`config.mk`:
```
export PLATFORM = sky130hd
export DESIGN_NAME = cordic_quadrant_ctrl
export DESIGN_NICKNAME = d
export VERILOG_FILES = /design/src/rtl/cordic_quadrant_ctrl.sv
export SDC_FILE = /design/constraint.sdc
export NUM_CORES = 1
export LEC_CHECK = 0
export BUFFER_PORTS_ARGS = -buffer_cell sky130_fd_sc_hd__buf_2
export CORE_MARGIN = 3
export CORE_UTILIZATION = 45
export DETAILED_ROUTE_END_ITERATION = 12
export GPL_ROUTABILITY_DRIVEN = 0
export PLACE_DENSITY = 0.71
export RECOVER_POWER = 25
export SLEW_MARGIN = 20
export SYNTH_ARGS = -nofsm -noshare
export SYNTH_HDL_FRONTEND = slang
export SYNTH_SLANG_ARGS = --single-unit
```
`constraint.sdc`:
```
create_clock -name clk -period 2.3 [get_ports clk]
set_clock_uncertainty 0.2 [all_clocks]
set_input_delay 0.23 -clock clk [delete_from_list [all_inputs] [get_ports clk]]
set_output_delay 0.23 -clock clk [all_outputs]
set_load 0.01 [all_outputs]
```
`src/rtl/cordic_quadrant_ctrl.sv`:
```
// Purpose : folds full-circle sin/cos requests into the first quadrant, sequences the
//           first-quadrant CORDIC core and restores the sign of its magnitude result.
// Latency : accept edge to out_valid = 2 + max(CORDIC_LAT, core done) cycles; timeout after TIMEOUT.
// Backpr. : one request in flight; in_ready low from ISSUE until the out_valid/out_ready handshake.
//
// Ports:
//   clk, rst                       clock, synchronous active-high reset
//   in_valid/in_ready/in_phase/in_sel   request: [9:8] quadrant, [7:0] angle; sel 0=sin 1=cos
//   out_valid/out_ready/out_value/out_err  signed 9-bit result, err = timeout abort (value 0)
//   busy                           high whenever not IDLE
//   cordic_theta/cordic_s_c/cordic_start   core command (theta/s_c held from ISSUE through WAIT)
//   cordic_done/cordic_value       core completion level and unsigned magnitude
module cordic_quadrant_ctrl #(
    parameter int CORDIC_LAT = 10,
    parameter int TIMEOUT    = 63
) (
    input  logic       clk,
    input  logic       rst,
    input  logic       in_valid,
    output logic       in_ready,
    input  logic [9:0] in_phase,
    input  logic       in_sel,
    output logic       out_valid,
    input  logic       out_ready,
    output logic [8:0] out_value,
    output logic       out_err,
    output logic       busy,
    output logic [7:0] cordic_theta,
    output logic       cordic_s_c,
    output logic       cordic_start,
    input  logic       cordic_done,
    input  logic [7:0] cordic_value
);

    typedef enum logic [1:0] {
        S_IDLE  = 2'd0,
        S_ISSUE = 2'd1,
        S_WAIT  = 2'd2,
        S_OUT   = 2'd3
    } state_t;

    localparam logic [7:0] LAT_C = 8'(CORDIC_LAT);
    localparam logic [7:0] TMO_C = 8'(TIMEOUT);

    state_t     state;
    state_t     state_nxt;
    logic [1:0] quad;
    logic       sel;
    logic [7:0] cnt;

    logic       done_ok;
    logic       timed_out;
    logic       neg;
    logic [8:0] mag;
    logic [8:0] signed_val;

    // Sign restore: sin is negative in q2/q3, cos is negative in q1/q2.
    // Negating a zero magnitude yields 9'd0, so there is no -0 encoding.
    always_comb begin
        mag        = {1'b0, cordic_value};
        neg        = sel ? (quad[1] ^ quad[0]) : quad[1];
        signed_val = neg ? (9'd0 - mag) : mag;
        // done is a level that may be stale from a previous operation, so it
        // is only trusted once the core's minimum latency has elapsed.
        done_ok    = (cnt >= LAT_C) && cordic_done;
        timed_out  = (cnt == TMO_C);
    end

    always_comb begin
        state_nxt    = state;
        in_ready     = 1'b0;
        out_valid    = 1'b0;
        busy         = 1'b1;
        cordic_start = 1'b0;
        case (state)
            S_IDLE: begin
                in_ready = 1'b1;
                busy     = 1'b0;
                if (in_valid) begin
                    state_nxt = S_ISSUE;
                end
            end
            S_ISSUE: begin
                cordic_start = 1'b1;
                state_nxt    = S_WAIT;
            end
            S_WAIT: begin
                if (done_ok || timed_out) begin
                    state_nxt = S_OUT;
                end
            end
            S_OUT: begin
                out_valid = 1'b1;
                if (out_ready) begin
                    state_nxt = S_IDLE;
                end
            end
            default: state_nxt = S_IDLE;
        endcase
    end

    always_ff @(posedge clk) begin
        if (rst) begin
            state        <= S_IDLE;
            quad         <= 2'd0;
            sel          <= 1'b0;
            cnt          <= 8'd0;
            out_value    <= 9'd0;
            out_err      <= 1'b0;
            cordic_theta <= 8'd0;
            cordic_s_c   <= 1'b0;
        end else begin
            state <= state_nxt;
            case (state)
                S_IDLE: begin
                    if (in_valid) begin
                        quad         <= in_phase[9:8];
                        sel          <= in_sel;
                        // Command is latched on accept so it is already stable
                        // in the ISSUE cycle alongside the start pulse.
                        cordic_theta <= in_phase[7:0];
                        // Odd quadrants swap sin and cos in the folded angle.
                        cordic_s_c   <= in_sel ^ in_phase[8];
                    end
                end
                S_ISSUE: begin
                    cnt <= 8'd0;
                end
                S_WAIT: begin
                    cnt <= cnt + 8'd1;
                    if (done_ok) begin
                        out_value <= signed_val;
                        out_err   <= 1'b0;
                    end else if (timed_out) begin
                        out_value <= 9'd0;
                        out_err   <= 1'b1;
                    end
                end
                S_OUT: begin
                    if (out_ready) begin
                        out_err <= 1'b0;
                    end
                end
                default: ;
            endcase
        end
    end

endmodule

```
Word level (Yosys, flattened, before mapping)
Index checks and enable logic that the tools add are counted.
{"block": "totals", "reg_bits": 32}
{"block": "op_classes", "n_eq_ne": 8, "n_bitwise": 2, "n_lt_le_gt_ge": 1, "muxes": 17, "reduce_logical": 10, "addsub": 2}
{"op": "9-bit 2-to-1 mux", "count": 3}
{"op": "8-bit one-hot mux with 2 select lines", "count": 1}
{"op": "1-bit by 8-bit subtractor with 9-bit output (first input constant)", "count": 1}
{"op": "8-bit by 1-bit adder with 8-bit output (second input constant)", "count": 1}
{"op": "8-bit by 6-bit == test with 1-bit output (second input constant)", "count": 1}
{"op": "8-bit by 4-bit >= comparator with 1-bit output (second input constant)", "count": 1}
{"op": "1-bit 2-to-1 mux", "count": 8}
{"op": "2-bit one-hot mux with 4 select lines", "count": 1}
{"op": "2-bit 2-to-1 mux", "count": 3}
{"op": "2-bit != test (second input constant)", "count": 3}
{"op": "3-bit AND reduction", "count": 2}
{"op": "2-bit nonzero test", "count": 3}
{"op": "2-bit == test (second input constant)", "count": 2}
{"op": "2-bit AND reduction", "count": 2}
{"op": "3-bit != test (second input constant)", "count": 1}
{"op": "2-bit by 1-bit == test with 1-bit output (second input constant)", "count": 1}
{"op": "2-bit logical NOT", "count": 1}
{"op": "1-bit one-hot mux with 2 select lines", "count": 1}
{"op": "1-bit bitwise XOR", "count": 2}
{"op": "1-bit logical AND", "count": 1}
{"op": "1-bit logical OR", "count": 1}

Logic depth before layout (Yosys ltp)
Gate-level depths: netlist of the first run.
{"block": "depth", "ltp_word": 5, "ltp_mapped": 7, "depth_no_buf": 6}

Worst setup path before layout of the first run
OpenSTA, ideal clock, no wires.
{"block": "synth_path", "path_kind": "flip-flop to flip-flop", "startpoint": "register cnt[0]", "endpoint": "register state[0]", "slack_ps": 526, "stages_incl_launch_ff": 7, "t_arrival_ps": 1459, "cell_sequence": "dfxtp_1 -> inv_1 -> ha_1 -> o311ai_2 -> nand2_2 -> o31a_2 -> o21a_1"}
{"block": "synth_via", "elab_chain_cells": 5}
{"element": "start, declared", "line": "49", "source": "logic [7:0] cnt;"}
{"element": "start signal, assigned", "line": "130", "source": "cnt <= cnt + 8'd1;"}
{"element": "8-bit by 4-bit >= comparator with 1-bit output", "line": "65", "source": "done_ok = (cnt >= LAT_C) && cordic_done;"}
{"element": "1-bit logical AND", "line": "65"}
{"element": "1-bit logical OR *", "line": "88", "source": "if (done_ok || timed_out) begin"}
{"element": "2-bit != test (no line) *"}
{"element": "3-bit AND reduction (no line) *"}
{"element": "end signal, assigned", "line": "113", "source": "state <= state_nxt;"}
{"element": "end, declared", "line": "45", "source": "state_t state;"}
Mark *: on every way between the ends. The rest lies on a longest branch, timed or not.
A chain may end at the register's enable or synchronous reset.

Worst setup path after layout of the first run
{"block": "layout_path", "startpoint": "register cnt[0]", "endpoint": "register out_value[3]"}
{"block": "layout_via", "elab_chain_cells": 4}
{"element": "8-bit by 4-bit >= comparator with 1-bit output", "line": "65"}
{"element": "1-bit logical AND", "line": "65"}
{"element": "2-bit nonzero test (no line)"}
{"element": "2-bit AND reduction (no line)"}
{"element": "end signal, assigned", "line": "132", "source": "out_value <= signed_val;"}
{"element": "end, declared", "line": "25", "source": "output logic [8:0] out_value,"}
Parallel ways exist; a longest one is shown, timed or not.

==> results of run 1 <==
[kinds of logic (layout without fill, tap and decap cells)]
kind of cell,count (synthesis),in the layout,share of synthesized area [%]
AO/OA/AOI/OAI,46,46,23.0
XOR/XNOR,11,11,6.24
adder cells (fa/ha/maj),7,7,5.67
buffers and inverters,15,75,3.73
flip-flops,32,32,41.5
multiplexers,2,2,1.30
AND/OR/NAND/NOR,58,58,18.6
[metal layers]
| layer | share of wire [%] | wire, µm |
|---|---|---|
| met2 | 51 | 1890 |
| met1 | 43 | 1570 |
| met5 | 0 | 0 |
| met3 | 4.7 | 172 |
| met4 | 1.6 | 59 |
[power groups by stage]
stage / sequential (W) / clock [W] / combinational, W
detailed placement: 0.000670 / 0 / 0.000599
global route: 0.000669 / 0.000372 / 0.000691
CTS: 0.000658 / 0.000348 / 0.000616
floorplan: 0.000680 / 0 / 0.000394
global placement: 0.000665 / 0 / 0.000580
finish: 0.000659 / 0.000331 / 0.000609
[worst min path at each step]
stage | to | from | slack (ps) | cells after the start
finish | out_value[6] | cordic_value[6] | 20 | 3
global placement | out_value[7] | out_value[7] | 240 | 1
floorplan | quad[1] | in_phase[9] | 170 | 2
CTS | out_value[5] | cordic_value[5] | 3 | 3
detailed placement | out_value[8] | out_value[8] | 250 | 1
global route | out_value[2] | cordic_value[2] | 30 | 3
[state kept, by name, summed over array words and instances (netlist names)]
signal and count:
cordic_theta 8, out_value 9, cnt 8, quad 2
sel 1, state 2, cordic_s_c 1, out_err 1
[final cells by class]
class / count / area [µm²]
Fill cell: 305 / 1180
Multi-Input combinational cell: 124 / 846
Clock buffer: 8 / 58.8
Timing Repair Buffer: 59 / 339
Inverter: 8 / 30.0
Sequential cell: 32 / 641
Tap cell: 44 / 55.1
[timing repair]
item | in CTS | in global routing
hold endpoints to repair | 12 | 0
hold buffers | 11 | 0
buffers inserted | 0 | 0
[worst max-delay path, stage by stage (launching register included)]
cell       delay [ps]
dfxtp_1           390
inv_1              80
ha_1              210
o311ai_2          240
nand2_2           140
o31ai_4           450
o2bb2ai_1         160
[per-stage QoR]
step	cell area (µm²)	utilization [%]	total power, W
floorplan	1540	-	0.00107
global placement	1820	57.6	0.00125
detailed placement	1820	57.6	0.00127
CTS	1990	63.0	0.00162
global route	1970	62.5	0.00173
finish	1970	62.5	0.00160
[placed cells by master, fill, tap and decap left out, types with 2 or more instances in the layout]
cell type,synthesis,routed
a21oi_1,17,17
buf_2,1,33
buf_4,0,2
clkbuf_1,5,15
clkbuf_4,0,5
dfxtp_1,32,32
dlygate4sd3_1,0,11
ha_1,7,7
inv_1,8,8
mux2i_1,2,2
nand2_1,26,26
nand2b_1,4,4
nand4_1,3,3
nor2_1,10,10
o21ai_0,4,4
o22ai_1,2,2
o2bb2ai_1,8,8
o32ai_1,3,3
or3_1,3,3
xor2_1,10,10
==> metrics.txt, run 1 <==
final worst-path cycle share 85.0%; Most Crowded Layer GR met2; Vias per Instance 5.12; register area share after synthesis 41.5%; met3 Resource Use GR 6.07%; synth top area cells dfxtp_1 41%, nand2_1 6.3%, ha_1 5.7%, xor2_1 5.7%, a21oi_1 5.5%; crit path kind flip-flop to flip-flop; row cnt 20; starting density of the core 49.0%; fraction of registers with async set/reset 0%; number of flops mapped to enable cells by yosys 0; Detailed Route WL 3690 µm; mapped cell area 0.00154 mm²; DP HPWL 2660 µm; nature of the critical path endpoint flip-flop; crit-path max FO 9; RSZ-0062 raised after global routing no; flop and latch count out of synthesis 32; maximum clock path buffer count 2; post-synth top area share 41.5%; Main synth FF type dfxtp_1; Synth Warn # 0; largest net degree at the start of global routing 23; outcome completed; CP required 2360 ps; initial antenna violation count 0; nets 261; die area 0.00417 mm²; CTS resizes 0; drc violations 0; worst slew pin tran 538 ps; Leak 0.810 nW; Switching Share 36.2%; Min Hold Slack 18.6 ps; Die W 64.6 µm; top cells by count, synth 32 x dfxtp_1, 26 x nand2_1, 17 x a21oi_1; Ports 47; M1 GR Usage 20.8%; HP Class input pin to flip-flop; TritonCTS clock tree yes; crit path capture out_value[3]; Reg2Reg Launch Point cnt[0]; post-synth top area cell dfxtp_1; Worst-path clk slew 90 ps; number of DRC markers in iteration 0 49; maximum VDD drop 0.496 mV; Num CTS Buffers 5; Clk pwr share 20.7%; vias in the first global route 1499; Crit Reg-Reg Endpoint out_value[3]; die height 64.6 µm; number of port buffers 46; Internal 0.00102 W; grt total ovfl 0; Placed Cells 256; Final TNS setup 0 ps; Final ANT Viol Nets 0; GRT Resource Usage Total 19.5%; Reg2Reg Depth 6; R2R Setup Slk 350 ps; critical path arrival 2010 ps; MaxCap Viol Count 0; synth unique cells 43; global-route track usage on met2 35.7%; CP Launch Type flip-flop; PwrDens 812 mW/mm²; iteration count of the initial detailed-routing pass 4; final worst slack 345 ps; crit path launch cnt[0]; syn avg cell area 9.03 µm²; pre-CTS setup slack 356 ps; Psw 0.000578 W; Comb pwr share 38.1%; first-pass GRT wire length 6360 µm; Area Overhead vs Synth 27.6%; core footprint 0.00315 mm²; Synth Instances 171; drt wl/cell 13.4 µm; clock sink count 32; Final Hold Fails 0; slew margin rel. 64.1%; via count 1408; share of layout cells above drive strength 1 22.1%; final std cells w/o fill 275; count leader, synth dfxtp_1; Final Max Tran Viols 0; Reg power frac 41.2%; clk_lat worst skew 330 ps; H-tree depth 2; # setup viols final 0; Tmin final 1950 ps; highest clock rate 512 MHz; Syn Nets 202; Root Driver clkbuf_4; ant diodes 0
Note: power is estimated with default switching activity, not from simulation.
==> run 2, diff against run 1 <==
--- a/config.mk
+++ b/config.mk
@@ -10,7 +10,7 @@
 export CORE_UTILIZATION = 45
 export DETAILED_ROUTE_END_ITERATION = 12
 export GPL_ROUTABILITY_DRIVEN = 0
-export PLACE_DENSITY = 0.71
+export PLACE_DENSITY = 0.74
 export RECOVER_POWER = 25
 export SLEW_MARGIN = 20
 export SYNTH_ARGS = -nofsm -noshare
==> constraint.sdc (replaced) <==
create_clock -name clk -period 1.62 [get_ports clk]
set_clock_uncertainty 0.2 [all_clocks]
set_input_delay 0.162 -clock clk [delete_from_list [all_inputs] [get_ports clk]]
set_output_delay 0.162 -clock clk [all_outputs]
set_load 0.01 [all_outputs]
==> metrics.txt, run 2 (synthesis gave the netlist of run 1 again) <==
outcome complete, but fails checks; violated checks negative setup slack; Largest register FFs 9 (unchanged); crit path kind flip-flop to flip-flop; vias in the first global route 1409 (-6.0%); critical path's slowest cell dfxtp_2; CP Launch Type flip-flop; Die W 64.6 µm (unchanged); core footprint 0.00315 mm² (unchanged); via count 1550 (+10%); Root Driver clkbuf_4; final worst-path cycle share 104% (+19 points); TritonCTS clock tree yes; Final ANT Viol Nets 0 (unchanged); drt wl/cell 12.8 µm (-4.2%); drc violations 0 (unchanged); nets 292 (+12%); worst slew pin tran 347 ps (-190 ps); area taken by multi-input logic gates 943 µm² (+12%); initial antenna violation count 0 (unchanged); row cnt 20 (unchanged); iteration count of the initial detailed-routing pass 4 (unchanged); MaxCap Viol Count 0 (unchanged); final worst slack -58.1 ps (-404 ps); Vias per Instance 5.07 (-1.1%); ant diodes 0 (unchanged); number of DRC markers in iteration 0 36 (-27%); Final Max Tran Viols 0 (unchanged); Leak 1.02 nW (+26%); CP peak stage delay 350 ps (-100 ps); share of layout cells above drive strength 1 37.4% (+15 points); HP Class input pin to flip-flop; maximum clock path buffer count 2 (unchanged); Storage cell area 646 µm² (+0.78%); most common cell after layout, fill and taps aside buf_2; slew margin rel. 76.8% (+13 points); largest registers out_value x9, cnt x8, cordic_theta x8; first-pass GRT wire length 6240 µm (-1.9%); PwrDens 1130 mW/mm² (+39%); H-tree depth 2 (unchanged); Num CTS Buffers 5 (unchanged); Worst-path clk slew 110 ps (+20 ps); DP HPWL 2640 µm (-0.71%); Post-CTS Setup Bufs 0 (unchanged); Filler Cells Inserted 232 (-24%); Final Hold Fails 0 (unchanged); die height 64.6 µm (unchanged); nature of the critical path endpoint flip-flop; commonest non-fill, non-tap cells in the layout 35 x buf_2, 28 x dfxtp_1, 26 x nand2_1, 23 x buf_4, 17 x dlygate4sd3_1; starting density of the core 49.0% (unchanged); Final TNS setup -541 ps (-541 ps); grt total ovfl 0 (unchanged); pre-CTS setup slack -210 ps (-566 ps); die area 0.00417 mm² (unchanged); crit-path max FO 4 (-5); Tmin final 1680 ps (-276 ps); RSZ-0062 raised after global routing yes; CP cell instances inv_2 -> ha_4 -> o311ai_4 -> nand2_2 -> buf_4 -> nand3b_4 -> a2bb2o_4; largest net degree at the start of global routing 20 (-13%); # setup viols final 12 (+12); GRT Resource Usage Total 19.1% (-0.32 points); Area Overhead vs Synth 53.6%; number of port buffers 46 (unchanged); maximum VDD drop 1.22 mV (+150%); CP required 1660 ps (-700 ps); clk_lat worst skew 350 ps (+20 ps); Ports 47 (unchanged); critical path arrival 1720 ps (-290 ps); Detailed Route WL 3930 µm (+6.6%); highest clock rate 596 MHz (+16%); clock sink count 32 (unchanged); largest reg by FF count out_value
==> run 2: where the power goes <==
part           internal (W)  total, W  switching [W]
Sequential         0.000881  0.000936      0.0000551
Combinational      0.000542   0.00114       0.000601
Clock              0.000323  0.000599       0.000276
==> run 2: final timing paths <==
kind | cells past startpoint | startpoint | endpoint | slack, ps
min | 4 | cordic_value[1] | out_value[1] | 50
max | 7 | cnt[0] | out_value[0] | -60
min reg2reg | 2 | cordic_theta[1] | cordic_theta[1] | 260
max reg2reg | 7 | cnt[0] | out_value[0] | -60
==> run 2: area by class of cell <==
| class | count | area share [%] |
|---|---|---|
| tap | 44 | 2.32 |
| timing repair buffer | 90 | 26.2 |
| clock inverter | 2 | 1.48 |
| clock buffer | 6 | 1.74 |
| inverter | 8 | 1.27 |
| sequential | 32 | 27.2 |
| multi-input combinational | 124 | 39.8 |
==> run 2: critical path: cells and delay by family, from the launching register on <==
| kind | cells | cell delay (ps) |
|---|---|---|
| AOI/OAI and AO/OA | 2 | 420 |
| adders and majority gates | 1 | 150 |
| buffers and inverters | 2 | 220 |
| DFF | 1 | 350 |
| and+or+nand+nor | 2 | 230 |
==> run 2: what timing repair did <==
item,in CTS,in global routing
setup endpoints to repair,14,19
resized for setup,5,20
hold endpoints to repair,19,0
pin swaps,3,5
cloned,0,0
hold buffers,17,0
==> run 2: routing by layer <==
metal,vias to the layer above,share of wire [%],global-route usage [%]
met1,708,46,24.7
met5,-,0,0
met3,7,5.8,5.89
li1,790,-,-
met2,45,46,30.0
met4,0,1.5,7.12
==> run 2: through the flow <==
step | hold slack [ps] | std cells | power, W | util [%] | cell area [µm²]
floorplan | 98.0 | 171 | 0.00155 | - | 1560
global placement | 204 | 281 | 0.00189 | 64.4 | 2030
detailed placement | 210 | 281 | 0.00191 | 64.4 | 2030
CTS | 43.2 | 306 | 0.00254 | 72.7 | 2290
global route | 76.1 | 306 | 0.00286 | 75.2 | 2370
finish | 52.7 | 306 | 0.00268 | 75.2 | 2370
==> run 3, diff against run 2 <==
--- a/config.mk
+++ b/config.mk
@@ -5,6 +5,7 @@
 export SDC_FILE = /design/constraint.sdc
 export NUM_CORES = 1
 export LEC_CHECK = 0
+export ABC_AREA = 1
 export BUFFER_PORTS_ARGS = -buffer_cell sky130_fd_sc_hd__buf_2
 export CORE_MARGIN = 3
 export CORE_UTILIZATION = 45
==> metrics.txt, run 3 <==
Ports 47 (unchanged); first-pass GRT wire length 6790 µm (+8.9%); PwrDens 1210 mW/mm² (+7.3%); Final Max Tran Viols 0 (unchanged); Num CTS Buffers 5 (unchanged); Reg power frac 33.8% (-1.2 points); R2R Setup Slk -20 ps (+30 ps); Most Crowded Layer GR met2; clk_lat worst skew 350 ps (about the same); grt total ovfl 0 (unchanged); Switching Share 37.5% (+2.7 points); top cells by count, synth 54 x nand2_1, 32 x dfxtp_1, 29 x nor2_1; Reg2Reg Depth 11 (+4); clock sink count 32 (unchanged); Main synth FF type dfxtp_1; met3 Resource Use GR 4.85% (-1.0 points); core footprint 0.00318 mm² (+0.79%); CP cell instances inv_4 -> ha_4 -> inv_2 -> nand2_1 -> nand2_1 -> nand2_2 -> nand2_4 -> nand2_4 -> nand2_8 -> nand2_2 -> a21oi_1; drc violations 0 (unchanged); Worst Hold End out_value[1]; post-synth top area share 40.9% (-0.63 points); critical path arrival 1710 ps (about the same); Vias per Instance 5.09 (+0.42%); largest net degree at the start of global routing 16 (-20%); TritonCTS clock tree yes; number of flops mapped to enable cells by yosys 0 (unchanged); CP peak stage delay 400 ps (+50 ps); largest registers out_value x9, cnt x8, cordic_theta x8; Synth Instances 228 (+33%); final worst slack -23.4 ps (+34.7 ps); via count 1816 (+17%); Area Overhead vs Synth 52.9%; RSZ-0062 raised after global routing yes; register area share after synthesis 40.9% (-0.63 points); H-tree depth 2 (unchanged); Tmin final 1640 ps (-34.7 ps); most common cell after layout, fill and taps aside nand2_1; Synth Warn # 0 (unchanged); die area 0.00423 mm² (+1.4%); die height 65.0 µm (+0.70%); slew margin rel. 75.3% (-1.5 points); DP HPWL 2670 µm (+1.2%); nets 342 (+17%); critical path's slowest cell dfxtp_4; starting density of the core 49.3% (+0.36 points); hold_sp cordic_value[1]; crit path kind flip-flop to flip-flop; highest clock rate 608 MHz (+2.1%); synth top area cells dfxtp_1 41%, nand2_1 13%, a21oi_1 7.7%, nor2_1 6.9%, inv_1 6.2%; initial antenna violation count 0 (unchanged); drt wl/cell 13.1 µm (+2.3%); Leak 1.08 nW (+5.4%); MaxCap Viol Count 0 (unchanged); Syn Nets 259 (+28%); violated checks negative setup slack; Final TNS setup -42.3 ps (+498 ps); flop and latch count out of synthesis 32 (unchanged); iteration count of the initial detailed-routing pass 4 (unchanged); Root Driver clkbuf_4; GRT Resource Usage Total 20.7% (+1.6 points); Psw 0.00109 W (+17%); crit-path max FO 5 (+1); # setup viols final 3 (-9); Final Util 75.4% (+0.23 points); M1 GR Usage 21.3% (-3.3 points); maximum VDD drop 1.31 mV (+7.7%); mapped cell area 0.00157 mm² (+1.5%); number of port buffers 46 (unchanged); synth unique cells 26 (-40%); CP required 1690 ps (+30 ps); Clk pwr share 21.0% (-1.4 points); worst slew pin tran 370 ps (+22.4 ps); Final ANT Viol Nets 0 (unchanged); outcome complete, but fails checks; global-route track usage on met2 37.9% (+7.9 points); maximum clock path buffer count 2 (unchanged); commonest non-fill, non-tap cells in the layout 42 x nand2_1, 36 x buf_2, 28 x nor2_1, 27 x dfxtp_1, 19 x a21oi_1; Internal 0.00181 W (+3.9%); Worst-path clk slew 90 ps (-20 ps); Min Hold Slack 25.1 ps (-27.6 ps); vias in the first global route 1637 (+16%); Detailed Route WL 4690 µm (+19%); total power 0.00290 W (+8.5%); Final Hold Fails 0 (unchanged); fraction of registers with async set/reset 0% (unchanged); nature of the critical path endpoint flip-flop; row cnt 20 (unchanged); Comb pwr share 45.1% (+2.4 points); Largest register FFs 9 (unchanged); share of layout cells above drive strength 1 35.3% (-2.1 points); Crit Reg-Reg Endpoint out_value[7]; largest reg by FF count out_value; hold path depth 5 (+1); HP Class input pin to flip-flop; post-synth top area cell dfxtp_1; final worst-path cycle share 101% (-2.1 points); CP Launch Type flip-flop; number of DRC markers in iteration 0 130 (+260%); count leader, synth nand2_1; Die W 65.0 µm (+0.70%); Reg2Reg Launch Point cnt[0]; syn avg cell area 6.88 µm² (-24%)
run 3: logic make-up after synthesis:
family,after synthesis,share of synthesized area (%)
compound gates,44,14.7
xor+xnor,1,0.559
fa+ha+maj,7,5.59
buf+inv,33,8.30
flops,32,40.9
simple gates,111,30.0
run 3: timing repair:
item                                   CTS  global route
endpoints found under the hold margin   22             0
setup endpoints to repair                5            17
gates cloned                             0             2
setup buffers                            2             3
pin swaps                                1            14
hold buffers                            18             0
resized for setup                        5            53
run 3: power by group through the flow:
stage / Combinational (W) / Sequential (W) / Clock [W]
6_report: 0.00131 / 0.000983 / 0.000610
5_1_grt: 0.00145 / 0.000997 / 0.000647
4_1_cts: 0.00111 / 0.000967 / 0.000617
3_5_place_dp: 0.00100 / 0.000979 / 0
3_3_place_gp: 0.000991 / 0.000970 / 0
2_1_floorplan: 0.000588 / 0.00101 / 0
run 3: how the worst max path moves through the flow:
stage	cells past startpoint	start	to	slack [ps]
2_1_floorplan	10	state[1]	cnt[7]	10
3_3_place_gp	10	state[0]	cnt[7]	-6
3_5_place_dp	10	state[1]	cnt[7]	-60
4_1_cts	9	cnt[1]	out_value[5]	0.3
5_1_grt	11	cnt[0]	out_value[7]	-100
6_report	11	cnt[0]	out_value[7]	-20
run 3: worst max-delay path: cells and delay by family (launching register included):
family / cells / cell delay (ps)
fa+ha+maj: 1 / 140
compound gates: 1 / 130
simple gates: 7 / 610
buf+inv: 2 / 80
flops: 1 / 400
run 3: through the flow:
step                      setup slack, ps  instances  area (µm²)
after floorplan                      13.6        228        1570
after global placement              -6.32        323        1910
after detailed placement            -63.2        323        1910
after CTS                           0.253        351        2200
after global routing                 -100        356        2390
final                               -23.4        357        2400
run 3: cell type report:
class	instances	area [µm²]
multi-input combinational	165	987
fill	255	781
sequential	32	652
timing repair buffer	79	514
inverter	28	110
tap	44	55.1
clock buffer	6	41.3
clock inverter	2	35.0
antenna	1	2.50
run 3: routing by layer:
layer | wire length [µm] | part of all wire (%)
met2 | 2530 | 54
met1 | 1810 | 39
met5 | 0 | 0
met4 | 125 | 2.7
met3 | 226 | 4.8
